**config.mk**
```make
export PLATFORM = sky130hd
export DESIGN_NAME = bin_to_bcd_seq
export DESIGN_NICKNAME = d
export VERILOG_FILES = /design/src/rtl/bcd_pkg.sv /design/src/rtl/bcd_dig_adj.sv /design/src/rtl/bin_to_bcd_seq.sv
export SDC_FILE = /design/constraint.sdc
export NUM_CORES = 1
export LEC_CHECK = 0
export ABC_AREA = 1
export BUFFER_PORTS_ARGS = -buffer_cell sky130_fd_sc_hd__buf_2
export CAP_MARGIN = 30
export CORE_ASPECT_RATIO = 1.5
export CORE_MARGIN = 8
export CORE_UTILIZATION = 55
export CTS_CLUSTER_DIAMETER = 40
export DETAILED_ROUTE_END_ITERATION = 6
export MAX_ROUTING_LAYER = met4
export PLACE_DENSITY_LB_ADDON = 0.1
export SYNTH_ARGS = -nofsm -noshare
export SYNTH_HDL_FRONTEND = slang
export SYNTH_SLANG_ARGS = --single-unit
```
**constraint.sdc**
```tcl
create_clock -name clk -period 1.77 [get_ports clk]
set_clock_uncertainty 0.05 [all_clocks]
set_input_delay 0.4425 -clock clk [delete_from_list [all_inputs] [get_ports clk]]
set_output_delay 0.4425 -clock clk [all_outputs]
set_load 0.005 [all_outputs]
```
**src/rtl/bcd_pkg.sv**
```systemverilog
`default_nettype none
// ============================================================================
//  Module      : bcd_pkg
//  Description : Shared definitions for the sequential binary-to-BCD converter.
//                Holds the FSM state encoding, the BCD digit width and a
//                ceil(log2) helper used to size the bit counter.
//  Revision    : 1.0 - initial release
// ============================================================================
package bcd_pkg;

  // Width of one BCD digit.
  localparam int DIG_W = 4;

  // Converter FSM state encoding.
  localparam logic [1:0] ST_IDLE  = 2'd0;
  localparam logic [1:0] ST_SHIFT = 2'd1;
  localparam logic [1:0] ST_DONE  = 2'd2;

  // ceil(log2(value)); returns 0 for value <= 1.
  function automatic int clog2(input int value);
    int res;
    res = 0;
    for (int i = 0; i < 31; i++) begin
      if ((32'sd1 <<< i) < value) begin
        res = i + 1;
      end
    end
    return res;
  endfunction

endpackage
`default_nettype wire

```
**src/rtl/bcd_dig_adj.sv**
```systemverilog
`default_nettype none
// ============================================================================
//  Module      : bcd_dig_adj
//  Description : Double-dabble digit corrector. Adds 3 to a BCD digit that is
//                5 or more so the following left shift carries into the next
//                digit. A digit in 5..9 becomes 8..12, which still fits in
//                4 bits; the carry itself is produced by the shift.
//  Ports       : din  - scratch digit before correction
//                dout - corrected digit
//  Revision    : 1.0 - initial release
// ============================================================================
module bcd_dig_adj
  import bcd_pkg::*;
(
  input  logic [DIG_W-1:0] din,
  output logic [DIG_W-1:0] dout
);

  assign dout = (din >= DIG_W'(5)) ? (din + DIG_W'(3)) : din;

endmodule
`default_nettype wire

```
**src/rtl/bin_to_bcd_seq.sv**
```systemverilog
`default_nettype none
// ============================================================================
//  Module      : bin_to_bcd_seq
//  Description : Iterative binary-to-BCD converter (shift-and-add-3). One input
//                bit is consumed per clock through a single row of DIGITS
//                digit correctors. Results are value mod 10^DIGITS; overflow
//                flags values that do not fit in DIGITS digits.
//  Ports       : clk      - rising-edge clock
//                rst      - asynchronous active-high reset
//                start    - conversion request, accepted while ready=1
//                bin_in   - unsigned binary value, sampled on acceptance
//                ready    - converter idle
//                busy     - conversion in progress (SHIFT or DONE)
//                done     - one-cycle completion pulse
//                bcd_out  - packed BCD result, digit 0 (units) in bits [3:0]
//                overflow - value >= 10^DIGITS, valid with bcd_out
//  Revision    : 1.0 - initial release
// ============================================================================
module bin_to_bcd_seq
  import bcd_pkg::*;
#(
  parameter int BIN_W  = 8,
  parameter int DIGITS = 3
) (
  input  logic                    clk,
  input  logic                    rst,
  input  logic                    start,
  input  logic [BIN_W-1:0]        bin_in,
  output logic                    ready,
  output logic                    busy,
  output logic                    done,
  output logic [DIG_W*DIGITS-1:0] bcd_out,
  output logic                    overflow
);

  localparam int CNT_W = clog2(BIN_W) + 1;
  localparam int SCR_W = DIG_W * DIGITS;

  logic [1:0]       r_state;
  logic [BIN_W-1:0] r_sr;
  logic [SCR_W-1:0] r_scr;
  logic [CNT_W-1:0] r_cnt;
  logic             r_ovf_s;

  logic [SCR_W-1:0] w_adj;
  logic [SCR_W-1:0] w_scr_nxt;
  logic             w_ovf_bit;
  logic             w_last;

  // One corrector per scratch digit, all evaluated in parallel each cycle.
  for (genvar k = 0; k < DIGITS; k++) begin : g_dig
    bcd_dig_adj u_adj (
      .din  (r_scr[k*DIG_W +: DIG_W]),
      .dout (w_adj[k*DIG_W +: DIG_W])
    );
  end

  // Left shift of {ovf_bit, adjusted digits, sr}: the MSB of the adjusted top
  // digit falls off the scratch register and marks lost significance.
  assign w_ovf_bit = w_adj[SCR_W-1];
  assign w_scr_nxt = {w_adj[SCR_W-2:0], r_sr[BIN_W-1]};
  assign w_last    = (r_cnt == CNT_W'(BIN_W - 1));

  always_ff @(posedge clk or posedge rst) begin
    if (rst) begin
      r_state  <= ST_IDLE;
      r_sr     <= '0;
      r_scr    <= '0;
      r_cnt    <= '0;
      r_ovf_s  <= 1'b0;
      bcd_out  <= '0;
      overflow <= 1'b0;
    end else begin
      case (r_state)
        ST_IDLE: begin
          if (start) begin
            r_sr    <= bin_in;
            r_scr   <= '0;
            r_cnt   <= '0;
            r_ovf_s <= 1'b0;
            r_state <= ST_SHIFT;
          end
        end
        ST_SHIFT: begin
          r_scr   <= w_scr_nxt;
          r_sr    <= r_sr << 1;
          r_ovf_s <= r_ovf_s | w_ovf_bit;
          r_cnt   <= r_cnt + CNT_W'(1);
          if (w_last) begin
            // Publish only the final result so the outputs never show
            // partially converted values.
            bcd_out  <= w_scr_nxt;
            overflow <= r_ovf_s | w_ovf_bit;
            r_state  <= ST_DONE;
          end
        end
        ST_DONE: begin
          r_state <= ST_IDLE;
        end
        default: begin
          r_state <= ST_IDLE;
        end
      endcase
    end
  end

  assign ready = (r_state == ST_IDLE);
  assign busy  = (r_state == ST_SHIFT) || (r_state == ST_DONE);
  assign done  = (r_state == ST_DONE);

endmodule
`default_nettype wire

```
**After elaboration in Yosys (flattened, before gate mapping)**

Cells that the tools add are included.

- Flip-flop bits (word level): 40
- Word-level logic and storage cells: 40
- Output and inout bits: 16
- Input bits: 11

- Add/subtract/negate cells: 4
- Mux-type cells: 14
- Reduce and logical (&&, ||, !) cells: 6
- Equal/unequal tests: 5
- Magnitude comparators: 3
- Bitwise gates (word level): 1

Operator list:

| kind | number |
|---|---|
| one-hot mux 12 bit (2 select lines) | 1 |
| 2-to-1 mux 4 bit | 4 |
| one-hot mux 8 bit (2 select lines) | 1 |
| adder 4 x 2 -> 4 bit (second input constant) | 3 |
| greater-or-equal comparator 4 x 3 -> 1 bit (second input constant) | 3 |
| 2-to-1 mux 12 bit | 1 |
| 2-to-1 mux 8 bit | 1 |
| one-hot mux 4 bit (2 select lines) | 1 |
| AND reduction 2 bit | 3 |
| adder 4 x 1 -> 4 bit (second input constant) | 1 |
| equality test 4 x 3 -> 1 bit (second input constant) | 1 |
| 2-to-1 mux 2 bit | 2 |
| inequality test 2 bit (second input constant) | 2 |
| one-hot mux 2 bit (2 select lines) | 1 |
| equality test 2 x 1 -> 1 bit (second input constant) | 1 |
| equality test 2 bit (second input constant) | 1 |
| logical NOT 2 bit | 1 |
| one-hot mux 1 bit (2 select lines) | 1 |
| nonzero test 2 bit | 1 |
| logical OR 1 bit | 1 |
| 2-to-1 mux 1 bit | 1 |
| bitwise OR 1 bit | 1 |

**Depth between registers and ports, before layout**

Gate-level depths: netlist (run 1).

- Depth after elaboration: 4
- Depth in mapped cells: 10

**Modules after synthesis**

From an unflattened synthesis (run 1), not the netlist that was laid out.

- Cell total of the unflattened synthesis: 258
- Area, all modules: 2203.4 µm²

By module, submodules not included:

| module | times used | seq. area each (µm²) | area an instance (µm²) | cells an instance |
|---|---|---|---|---|
| bin_to_bcd_seq | 1 | 1001.0 | 1798.0 | 189 |
| bcd_dig_adj | 3 | 0.0 | 135.1 | 23 |

**Worst setup path after synthesis (run 1)**

No wires, ideal clock.

- Kind: register -> register
- From: register r_state[0]
- To: register r_scr[2]
- Stages on the path, launching flop included: 8
- Slack: 0.333 ns
- Library setup time: 0.119 ns
- Arrival time: 1.268 ns
- Required time: 1.601 ns
- Clock period less this slack: 1.437 ns
- Cells stage by stage: dfrtp_1 inv_1 ha_1 nand2_4 nand2_4 clkinv_1 nand3_1 nand2_1

- Longest elaborated chain between the ends: 3

RTL lines:

| element | RTL line | text |
|---|---|---|
| start: declaration | bin_to_bcd_seq.sv:39 | `logic [1:0] r_state;` |
| start signal: assignment | bin_to_bcd_seq.sv:66 | `r_state <= ST_IDLE;` |
| start signal: assignment | bin_to_bcd_seq.sv:81 | `r_state <= ST_SHIFT;` |
| start signal: assignment | bin_to_bcd_seq.sv:94 | `r_state <= ST_DONE;` |
| logical NOT 2 bit (*) | n/a |  |
| via ready | bin_to_bcd_seq.sv:29 | `output logic ready,` |
| inequality test 2 bit (no line) or nonzero test 2 bit (tied branches) | n/a |  |
| AND reduction 2 bit (no line) | n/a |  |
| end signal: assignment | bin_to_bcd_seq.sv:85 | `r_scr <= w_scr_nxt;` |
| end: declaration | bin_to_bcd_seq.sv:41 | `logic [SCR_W-1:0] r_scr;` |

Mark *: on every way through the listed nets, which the timed path passes. The rest lies on a longest branch.
A chain may end at the register's enable or synchronous reset.

**Final worst setup path (run 1)**

- From: register r_state[1]
- To: output ready

- Longest elaborated chain between the ends: 1

RTL lines:

| element | RTL line | text |
|---|---|---|
| logical NOT 2 bit | bin_to_bcd_seq.sv:107 | `assign ready = (r_state == ST_IDLE);` |
| end: declaration | bin_to_bcd_seq.sv:29 |  |

No other way between the ends.

==> results of run 1 <==
==> sequential cells by signal, indices dropped and copies added (netlist names) <==
name and count:
bcd_out 12, r_scr 12, r_sr 8, r_cnt 4, r_state 2, overflow 1
r_ovf_s 1
==> what timing repair did <==
item / 4_1_cts / 5_1_grt
resized for setup: 0 / 3
setup buffers: 0 / 0
endpoints found under the setup margin: 0 / 11
==> per-layer routing <==
metal | share of wire [%] | up-vias
met5 | 0 | -
met4 | 1.5 | 0
met3 | 4.0 | 6
met2 | 52 | 33
met1 | 43 | 776
li1 | - | 846
==> area by class of cell <==
class / count / share of cell area [%]
Inverter: 23 / 4.19
Clock buffer: 6 / 3.54
Sequential cell: 40 / 43.0
Timing Repair Buffer: 30 / 7.41
Clock inverter: 2 / 0.430
Multi-Input combinational cell: 175 / 39.2
Tap cell: 43 / 2.31
==> placed cells by master (no fill, tap or decap), drive strengths merged, types with 2 or more instances in the layout <==
cell type  Yosys  routed
o22ai          4       4
dfrtp         40      40
clkbuf         0       6
inv           22      22
clkinv         1       2
ha            12      12
o211ai         2       2
a31oi          7       7
o21ai         13      13
buf            5      30
nand2         87      87
nand3         25      25
nor2          16      16
a21oi          7       7
==> power groups by stage <==
stage	sequential (mW)	clock, mW	combinational [mW]
finish	1.43	0.644	1.66
global route	1.47	0.696	1.90
CTS	1.43	0.650	1.65
detailed placement	1.44	0	1.65
global placement	1.43	0	1.61
floorplan	1.40	0	1.29
==> worst max-delay path, stage by stage (launching register included) <==
cell	delay (ps)
sky130_fd_sc_hd__dfrtp_1	390
sky130_fd_sc_hd__inv_1	140
sky130_fd_sc_hd__ha_1	250
sky130_fd_sc_hd__buf_2	140
==> cell families (layout without fill, tap and decap cells) <==
logic type | count (synthesis) | count (layout) | share of synthesized area, %
fa+ha+maj | 12 | 12 | 7.30
buf+inv | 28 | 61 | 7.00
flops | 40 | 40 | 48.7
simple gates | 129 | 129 | 27.0
compound gates | 34 | 34 | 10.0
==> through the flow <==
stage | utilization, % | setup TNS, ps | setup WS (ps) | hold slack (ps)
after floorplan | - | 0 | 333 | 399
after global placement | 61.7 | 0 | 150 | 407
after detailed placement | 61.7 | 0 | 110 | 410
after CTS | 64.3 | 0 | 40.6 | 102
after global routing | 64.5 | -2.20 | -2.20 | 117
final | 64.5 | 0 | 70.6 | 93.2
==> path summary, 6_finish.rpt <==
kind / start / to / slack, ps / cells after the start
min reg2reg: bcd_out[2]$_DFFE_PP0P_ / bcd_out[2]$_DFFE_PP0P_ / 430 / 2
max: r_state[1]$_DFFE_PP0P_ / ready / 70 / 3
max reg2reg: r_state[1]$_DFFE_PP0P_ / r_sr[2]$_DFFE_PP0P_ / 120 / 7
min: rst / bcd_out[0]$_DFFE_PP0P_ / 90 / 3
min in group clk: bin_in[0] / r_sr[0]$_DFFE_PP0P_ / 330 / 3
max in group asynchronous: rst / r_sr[5]$_DFFE_PP0P_ / 1240 / 3
==> impl_metrics.py, run 1 <==
metrics = {
    "clock_network": {
        "cts-buffers-inserted": 5,
        "cts_hold_buffers": 0,
        "cts_tree": "yes",
        "clkTransAtPathRegs_ps": 80,
        "cts-root-buf": "sky130_fd_sc_hd__clkbuf_8",
        "clock_latency_on_the_worst_skew_pair_ps": 300,
        "count_of_clock_tree_sinks": 40,
        "htree_num_levels": 2,
        "cts_buffer_depth": 2,
    },
    "drt": {
        "post-route-drc-count": 0,
        "detail_route.first_pass.iterations": 4,
        "wirelength_um": 4300,
        "vias": 1661,
        "vias_per_cell": 5.21,
        "postRouteAntennaNets": 0,
        "initialDrtViolationCount": 90,
        "routedWlPerCell_um": 13.5,
    },
    "global_routing": {
        "globalRouteMet3Util_pct": 3.60,
        "global_route_wire_length_before_repair_um": 7780,
        "total_gr_overflow": 0,
        "gr-usage-met2_pct": 27.8,
        "grt_use_met1_pct": 18.1,
        "largest_net_degree_at_the_start_of_global_routing": 28,
        "grt_antenna_before_repair": 0,
        "grt_pass1_vias": 1711,
        "grt_util_all_layers_pct": 16.6,
        "grt.busiest_layer": "met2",
    },
    "layout": {
        "multiInputGateArea_um2": 912,
        "filler_cell_count": 317,
        "antennaDiodeCount": 0,
        "layout_cells_sized_above_1_pct": 17.8,
        "postLayoutCellArea_um2": 2330,
        "nNetsFinal": 298,
        "post_route_insts_no_fill": 319,
        "area.sequential_um2": 1000,
        "areaGrowthSynthToFinish_pct": 13.3,
    },
    "power": {
        "leakage_component_of_the_power_nw": 1.31,
        "totalPowerFinal_mw": 3.73,
        "p_int_mw": 2.15,
        "comb_power_share_pct": 44.5,
        "pwr-share-clk_pct": 17.3,
        "netSwitchingFraction_pct": 42.5,
        "p_seq_share_pct": 38.3,
        "vdd.ir_drop.worst_v": 0.00115,
        "power.density_cell_area_nw_per_um2": 1600,
        "p_switching_mw": 1.58,
    },
    "status": {
        "run_status": "finished, final reports clean",
    },
    "die": {
        "placementRows": 27,
        "die_h_um": 90.9,
        "die-width_um": 65.9,
        "fp.coreArea_um2": 3610,
        "design.die.area_um2": 5990,
        "floorplan.initialDensity_pct": 56.9,
        "num_io_pins": 27,
    },
    "critical_path": {
        "critPathArrivalTime_ps": 1210,
        "endpoint_kind": "output pin",
        "critPathRequiredTime_ps": 1280,
        "worst-setup-path-type": "register to output pin",
        "worst-path-max-fanout": 5,
        "critical_path.startpoint_type": "register",
    },
    "sta": {
        "worst-slew-pin-transition_ps": 348,
        "setup-violations-final": 0,
        "report.final.slew_viol_count": 0,
        "worst_relative_slew_slack_pct": 76.8,
        "timing.final.hold_violations": 0,
        "timing.fmax_mhz": 588,
        "rsz0062_at_grt": "true",
        "layout_worst_path_cycle_share_pct": 96.0,
        "finalCriticalPeriod_ps": 1700,
    },
    "placement": {
        "place.detailed.hpwl_um": 3090,
        "placement.io_buffers": 26,
        "routabilityCongestion": 0.802,
        "detailed_place.area_um2": 2230,
        "placed_cells_incl_taps": 311,
    },
    "synth": {
        "syn-cell-area_um2": 2060,
        "cell_with_the_most_instances_after_synthesis": "sky130_fd_sc_hd__nand2_1",
        "yosys_warnings": 0,
        "synth_top_cell_by_area": "sky130_fd_sc_hd__dfrtp_1",
        "synth_top_area_share_pct": 48.7,
        "yosysSeqAreaShare_pct": 48.7,
        "synth-edff-count": 0,
        "synth.area.top_cells": "sky130_fd_sc_hd__dfrtp_1 49%, sky130_fd_sc_hd__nand2_1 15%, sky130_fd_sc_hd__ha_1 7.3%",
        "synthArstFlopShare_pct": 100,
        "synth.distinct_cells": 23,
        "yosys-top-cells-count": "83 x sky130_fd_sc_hd__nand2_1, 40 x sky130_fd_sc_hd__dfrtp_1, 25 x sky130_fd_sc_hd__nand3_1, 19 x sky130_fd_sc_hd__inv_1, 15 x sky130_fd_sc_hd__nor2_1",
        "postSynth.topFlopCell": "sky130_fd_sc_hd__dfrtp_1",
        "ys_seq_elements": 40,
        "synth_fp_nets": 266,
        "netlist_instances": 243,
        "synthesis.area_per_instance_um2": 8.46,
    },
    "run": {
        "drv_cap": 0,
    },
    "hold_path": {
        "hold_path.class": "input port to asynchronous set/reset pin",
    },
}
Power figures use the tool's default switching activity.
==> run 2, diff against run 1 <==
--- a/config.mk
+++ b/config.mk
@@ -15,6 +15,7 @@
 export DETAILED_ROUTE_END_ITERATION = 6
 export MAX_ROUTING_LAYER = met4
 export PLACE_DENSITY_LB_ADDON = 0.1
+export RECOVER_POWER = 50
 export SYNTH_ARGS = -nofsm -noshare
 export SYNTH_HDL_FRONTEND = slang
 export SYNTH_SLANG_ARGS = --single-unit
==> impl_metrics.py, run 2 (synthesis results as in run 1) <==
metrics = {
    "status": {
        "run_status": "finished, final reports clean",
    },
    "drt": {
        "met3WireLength_um": 174,
        "postRouteAntennaNets": 0,
        "vias_per_cell": 5.20,
        "vias": 1659,
        "initialDrtViolationCount": 90,
        "post-route-drc-count": 0,
        "routedWlPerCell_um": 13.5,
        "wirelength_um": 4300,
        "detail_route.first_pass.iterations": 4,
        "routed.top_layer": "met4",
        "m1WireLength_um": 1850,
        "routed-wl-met2_um": 2210,
    },
    "sta": {
        "setup_tns_final_ps": 0,
        "setup-violations-final": 0,
        "timing.fmax_mhz": 588,
        "report.final.slew_viol_count": 0,
        "finalCriticalPeriod_ps": 1700,
        "worst-slew-pin-transition_ps": 705,
        "layout_worst_path_cycle_share_pct": 96.0,
        "finalWorstSetupSlack_ps": 70.6,
        "rsz0062_at_grt": "true",
        "final.hold.worst_slack_ps": 275,
        "timing.final.hold_violations": 0,
        "worst_relative_slew_slack_pct": 53.0,
    },
    "power": {
        "totalPowerFinal_mw": 3.73,
        "power.density_cell_area_nw_per_um2": 1600,
        "leakage_component_of_the_power_nw": 1.30,
        "vdd.ir_drop.worst_v": 0.00115,
        "comb_power_share_pct": 44.4,
        "pwr-share-clk_pct": 17.3,
        "p_int_mw": 2.14,
        "p_seq_share_pct": 38.3,
        "p_switching_mw": 1.58,
        "netSwitchingFraction_pct": 42.5,
    },
    "global_routing": {
        "largest_net_degree_at_the_start_of_global_routing": 28,
        "global_route_wire_length_before_repair_um": 7780,
        "grt_util_all_layers_pct": 16.6,
        "grt_antenna_before_repair": 0,
        "grt_pass1_vias": 1711,
        "total_gr_overflow": 0,
    },
    "critical_path": {
        "slowest_delay_ps": 390,
        "critPathArrivalTime_ps": 1210,
        "worstReg2RegStart": "r_state[1]$_DFFE_PP0P_",
        "crit_start": "r_state[1]$_DFFE_PP0P_",
        "slowest_cell_on_crit_path": "sky130_fd_sc_hd__dfrtp_1",
        "worst-setup-path-type": "register to output pin",
        "worst-path-max-fanout": 5,
        "critical_path.startpoint_type": "register",
        "critical-path-top-delay-family": "flip-flops",
        "critPathBufInv": 2,
        "path_cells": "inv_1, ha_1, buf_2",
        "critPathRequiredTime_ps": 1280,
        "endpoint_kind": "output pin",
    },
    "clock_network": {
        "cts-buffers-inserted": 5,
        "count_of_clock_tree_sinks": 40,
        "cts_resized": 0,
        "clkTransAtPathRegs_ps": 80,
        "cts_buffer_depth": 2,
        "htree_num_levels": 2,
        "clock_latency_on_the_worst_skew_pair_ps": 300,
        "cts_hold_buffers": 0,
        "cts-root-buf": "sky130_fd_sc_hd__clkbuf_8",
        "postCtsSetupRepairBufs": 0,
        "cts_tree": "yes",
    },
    "placement": {
        "placement.io_buffers": 26,
        "detailed_place.area_um2": 2230,
        "pre_cts_slack_ps": 110,
        "routabilityCongestion": 0.802,
        "placed_cells_incl_taps": 311,
        "place.detailed.hpwl_um": 3090,
    },
    "die": {
        "fp.coreArea_um2": 3610,
        "die_h_um": 90.9,
        "placementRows": 27,
        "design.die.area_um2": 5990,
        "num_io_pins": 27,
        "die-width_um": 65.9,
        "floorplan.initialDensity_pct": 56.9,
    },
    "layout": {
        "final_util_pct": 64.2,
        "most_frequent_standard_cell_in_the_layout_excluding_fill_and_tap_cells": "sky130_fd_sc_hd__nand2_1",
        "largest_registers": "bcd_out (12), r_scr (12), r_sr (8)",
        "filler_cell_count": 321,
        "post_route_insts_no_fill": 319,
        "layout.cells.most_common_list": "83 x sky130_fd_sc_hd__nand2_1, 40 x sky130_fd_sc_hd__dfrtp_1, 25 x sky130_fd_sc_hd__nand3_1, 25 x sky130_fd_sc_hd__buf_2, 19 x sky130_fd_sc_hd__inv_1",
        "layout_cells_sized_above_1_pct": 17.0,
        "nNetsFinal": 298,
        "areaGrowthSynthToFinish_pct": 12.9,
        "postLayoutCellArea_um2": 2320,
        "antennaDiodeCount": 0,
    },
    "hold_path": {
        "hold_path.class": "input port to asynchronous set/reset pin",
    },
    "run": {
        "drv_cap": 0,
    },
}
run 2: cell types whose count changed in the layout (fill, tap and decap cells not counted), sizes merged:
cell    change
buf         -3
clkbuf      +3
run 2: power groups by stage:
stage | registers (mW) | clock network, mW | logic (mW)
after global placement | 1.43 | 0 | 1.61
after global routing | 1.47 | 0.696 | 1.90
after detailed placement | 1.44 | 0 | 1.65
after floorplan | 1.40 | 0 | 1.29
final | 1.43 | 0.644 | 1.65
after CTS | 1.43 | 0.650 | 1.65
run 2: final cells by class:
cell class	count	area, um^2	share of cell area, %
inverters	23	97.6	4.20
multi-input cells	175	912	39.3
flip-flops and latches	40	1000	43.1
well taps	43	53.8	2.32
repair buffers	30	165	7.11
clock inverters	2	10.0	0.431
clock buffers	6	82.6	3.56
run 2: worst paths after layout:
check / slack [ps] / end / cells after the start
setup / recovery: 70 / ready / 3
hold / removal: 270 / bcd_out[0]$_DFFE_PP0P_ / 3
hold reg to reg: 430 / bcd_out[2]$_DFFE_PP0P_ / 2
min in group clk: 330 / r_sr[0]$_DFFE_PP0P_ / 3
setup reg to reg: 120 / r_sr[2]$_DFFE_PP0P_ / 7
max in group asynchronous: 940 / r_sr[5]$_DFFE_PP0P_ / 3
run 2: worst reg2reg max path: stages (launching register included):
cell                      delay, ps
sky130_fd_sc_hd__dfrtp_1        390
sky130_fd_sc_hd__inv_1          140
sky130_fd_sc_hd__ha_1           290
sky130_fd_sc_hd__nand2_4        130
sky130_fd_sc_hd__nand2_4        210
sky130_fd_sc_hd__buf_4          190
sky130_fd_sc_hd__nor2_1          40
sky130_fd_sc_hd__a31oi_1        140
run 2: routing by layer:
metal	vias up	GRT usage [%]
met2	33	27.8
met5	-	-
met3	6	3.60
met4	0	6.98
met1	774	18.1
li1	846	-
==> run 3, diff against run 2 <==
--- a/config.mk
+++ b/config.mk
@@ -10,12 +10,13 @@
 export CAP_MARGIN = 30
 export CORE_ASPECT_RATIO = 1.5
 export CORE_MARGIN = 8
-export CORE_UTILIZATION = 55
+export CORE_UTILIZATION = 35
 export CTS_CLUSTER_DIAMETER = 40
 export DETAILED_ROUTE_END_ITERATION = 6
 export MAX_ROUTING_LAYER = met4
 export PLACE_DENSITY_LB_ADDON = 0.1
 export RECOVER_POWER = 50
+export SKIP_CTS_REPAIR_TIMING = 1
 export SYNTH_ARGS = -nofsm -noshare
 export SYNTH_HDL_FRONTEND = slang
 export SYNTH_SLANG_ARGS = --single-unit
==> impl_metrics.py, run 3 (synthesis results as in run 1) <==
metrics = {
    "power": {
        "totalPowerFinal_mw": 3.68,
        "leakage_component_of_the_power_nw": 1.28,
        "power.density_cell_area_nw_per_um2": 1570,
        "vdd.ir_drop.worst_v": 0.00103,
    },
    "drt": {
        "vias": 1628,
        "vias_per_cell": 4.69,
        "detail_route.first_pass.iterations": 4,
        "wirelength_um": 4460,
        "routedWlPerCell_um": 12.8,
        "post-route-drc-count": 0,
        "initialDrtViolationCount": 64,
        "postRouteAntennaNets": 0,
    },
    "critical_path": {
        "reg2reg_depth": 7,
        "r2r_slack_ps": 150,
        "worst-path-max-fanout": 4,
        "crit_start": "r_state[0]$_DFFE_PP0P_",
        "critical_path.endpoint": "ready",
        "worstReg2RegStart": "r_state[1]$_DFFE_PP0P_",
        "endpoint_kind": "output pin",
        "critPathArrivalTime_ps": 1200,
        "critPathRequiredTime_ps": 1280,
        "timing.rr.end": "r_state[1]$_DFFE_PP0P_",
        "critical_path.startpoint_type": "register",
        "worst-setup-path-type": "register to output pin",
    },
    "sta": {
        "worst_relative_slew_slack_pct": 31.2,
        "rsz0062_at_grt": "true",
        "timing.fmax_mhz": 592,
        "timing.final.hold_violations": 0,
        "finalWorstSetupSlack_ps": 80.0,
        "report.final.slew_viol_count": 0,
        "final.hold.worst_slack_ps": 331,
        "layout_worst_path_cycle_share_pct": 95.5,
        "finalCriticalPeriod_ps": 1690,
        "worst-slew-pin-transition_ps": 1030,
        "setup-violations-final": 0,
    },
    "clock_network": {
        "cts_buffer_depth": 2,
        "cts-root-buf": "sky130_fd_sc_hd__clkbuf_8",
        "htree_num_levels": 2,
        "count_of_clock_tree_sinks": 40,
        "cts-buffers-inserted": 5,
        "clkTransAtPathRegs_ps": 80,
        "clock_latency_on_the_worst_skew_pair_ps": 290,
        "cts_tree": "yes",
    },
    "layout": {
        "antennaDiodeCount": 0,
        "postLayoutCellArea_um2": 2340,
        "layout_cells_sized_above_1_pct": 15.6,
        "areaGrowthSynthToFinish_pct": 13.9,
        "most_frequent_standard_cell_in_the_layout_excluding_fill_and_tap_cells": "sky130_fd_sc_hd__nand2_1",
        "post_route_insts_no_fill": 347,
        "largest_registers": "bcd_out (12), r_scr (12), r_sr (8)",
        "nNetsFinal": 297,
        "layout.cells.most_common_list": "83 x sky130_fd_sc_hd__nand2_1, 40 x sky130_fd_sc_hd__dfrtp_1, 25 x sky130_fd_sc_hd__nand3_1",
    },
    "run": {
        "drv_cap": 0,
    },
    "die": {
        "placementRows": 34,
        "floorplan.initialDensity_pct": 35.8,
        "fp.coreArea_um2": 5740,
        "die-width_um": 78.6,
        "design.die.area_um2": 8640,
        "num_io_pins": 27,
        "die_h_um": 110,
    },
    "global_routing": {
        "grt_util_all_layers_pct": 11.9,
        "largest_net_degree_at_the_start_of_global_routing": 41,
        "grt.busiest_layer": "met2",
        "grt_antenna_before_repair": 0,
        "gr-usage-met2_pct": 19.8,
        "global_route_wire_length_before_repair_um": 7950,
        "grt_pass1_vias": 1697,
        "globalRouteMet3Util_pct": 2.95,
        "total_gr_overflow": 0,
        "grt_use_met1_pct": 13.2,
    },
    "hold_path": {
        "hold_path.class": "input port to register",
        "whs_path_depth": 3,
    },
    "placement": {
        "pre_cts_slack_ps": 97.8,
        "place.detailed.hpwl_um": 3230,
        "placement.io_buffers": 26,
        "placed_cells_incl_taps": 339,
        "detailed_place.area_um2": 2270,
        "routabilityCongestion": 0.808,
    },
    "status": {
        "run_status": "finished, final reports clean",
    },
}
## run 3: cell types whose count changed in the layout (fill, tap and decap cells not counted), sizes merged
cell	previous run	this run
buf	27	23
clkbuf	9	11
clkinv	2	3
## run 3: metal layers
metal / wire [um] / share of wire (%) / up-vias
li1: - / - / 848
met1: 2030 / 46 / 752
met2: 2200 / 49 / 24
met3: 148 / 3.3 / 4
met4: 81 / 1.8 / 0
met5: 0 / 0 / -
## run 3: worst min path at each step
stage	start	endpoint	slack, ps
after global routing	bin_in[0]	r_sr[0]$_DFFE_PP0P_	320
after detailed placement	overflow$_DFFE_PP0P_	overflow$_DFFE_PP0P_	410
after floorplan	r_sr[0]$_DFFE_PP0P_	r_sr[0]$_DFFE_PP0P_	400
final	bin_in[0]	r_sr[0]$_DFFE_PP0P_	330
after CTS	rst	r_scr[1]$_DFFE_PP0P_	140
after global placement	overflow$_DFFE_PP0P_	overflow$_DFFE_PP0P_	410
## run 3: area by class of cell
class / instances / area (um^2)
clock buffers: 5 / 68.8
clock inverters: 3 / 18.8
fillers: 622 / 3400
inverters: 23 / 95.1
multi-input cells: 175 / 912
flip-flops and latches: 40 / 1000
well taps: 72 / 90.1
repair buffers: 29 / 156
## run 3: stage by stage
step           utilization [%]  setup TNS (ps)
2_1_floorplan                -               0
3_3_place_gp              39.6               0
3_5_place_dp              39.6               0
4_1_cts                   41.1               0
5_1_grt                   40.8           -6.82
6_report                  40.8               0
## run 3: where the power goes
part,switching [mW],leakage (nW),internal [mW]
logic,1.03,0.704,0.617
clock network,0.337,0.0479,0.275
registers,0.202,0.524,1.22
total,1.57,1.28,2.11
## run 3: worst max-delay path: stages, from the launching register on
cell	delay, ps
sky130_fd_sc_hd__dfrtp_1	400
sky130_fd_sc_hd__inv_1	120
sky130_fd_sc_hd__ha_1	240
sky130_fd_sc_hd__buf_2	140
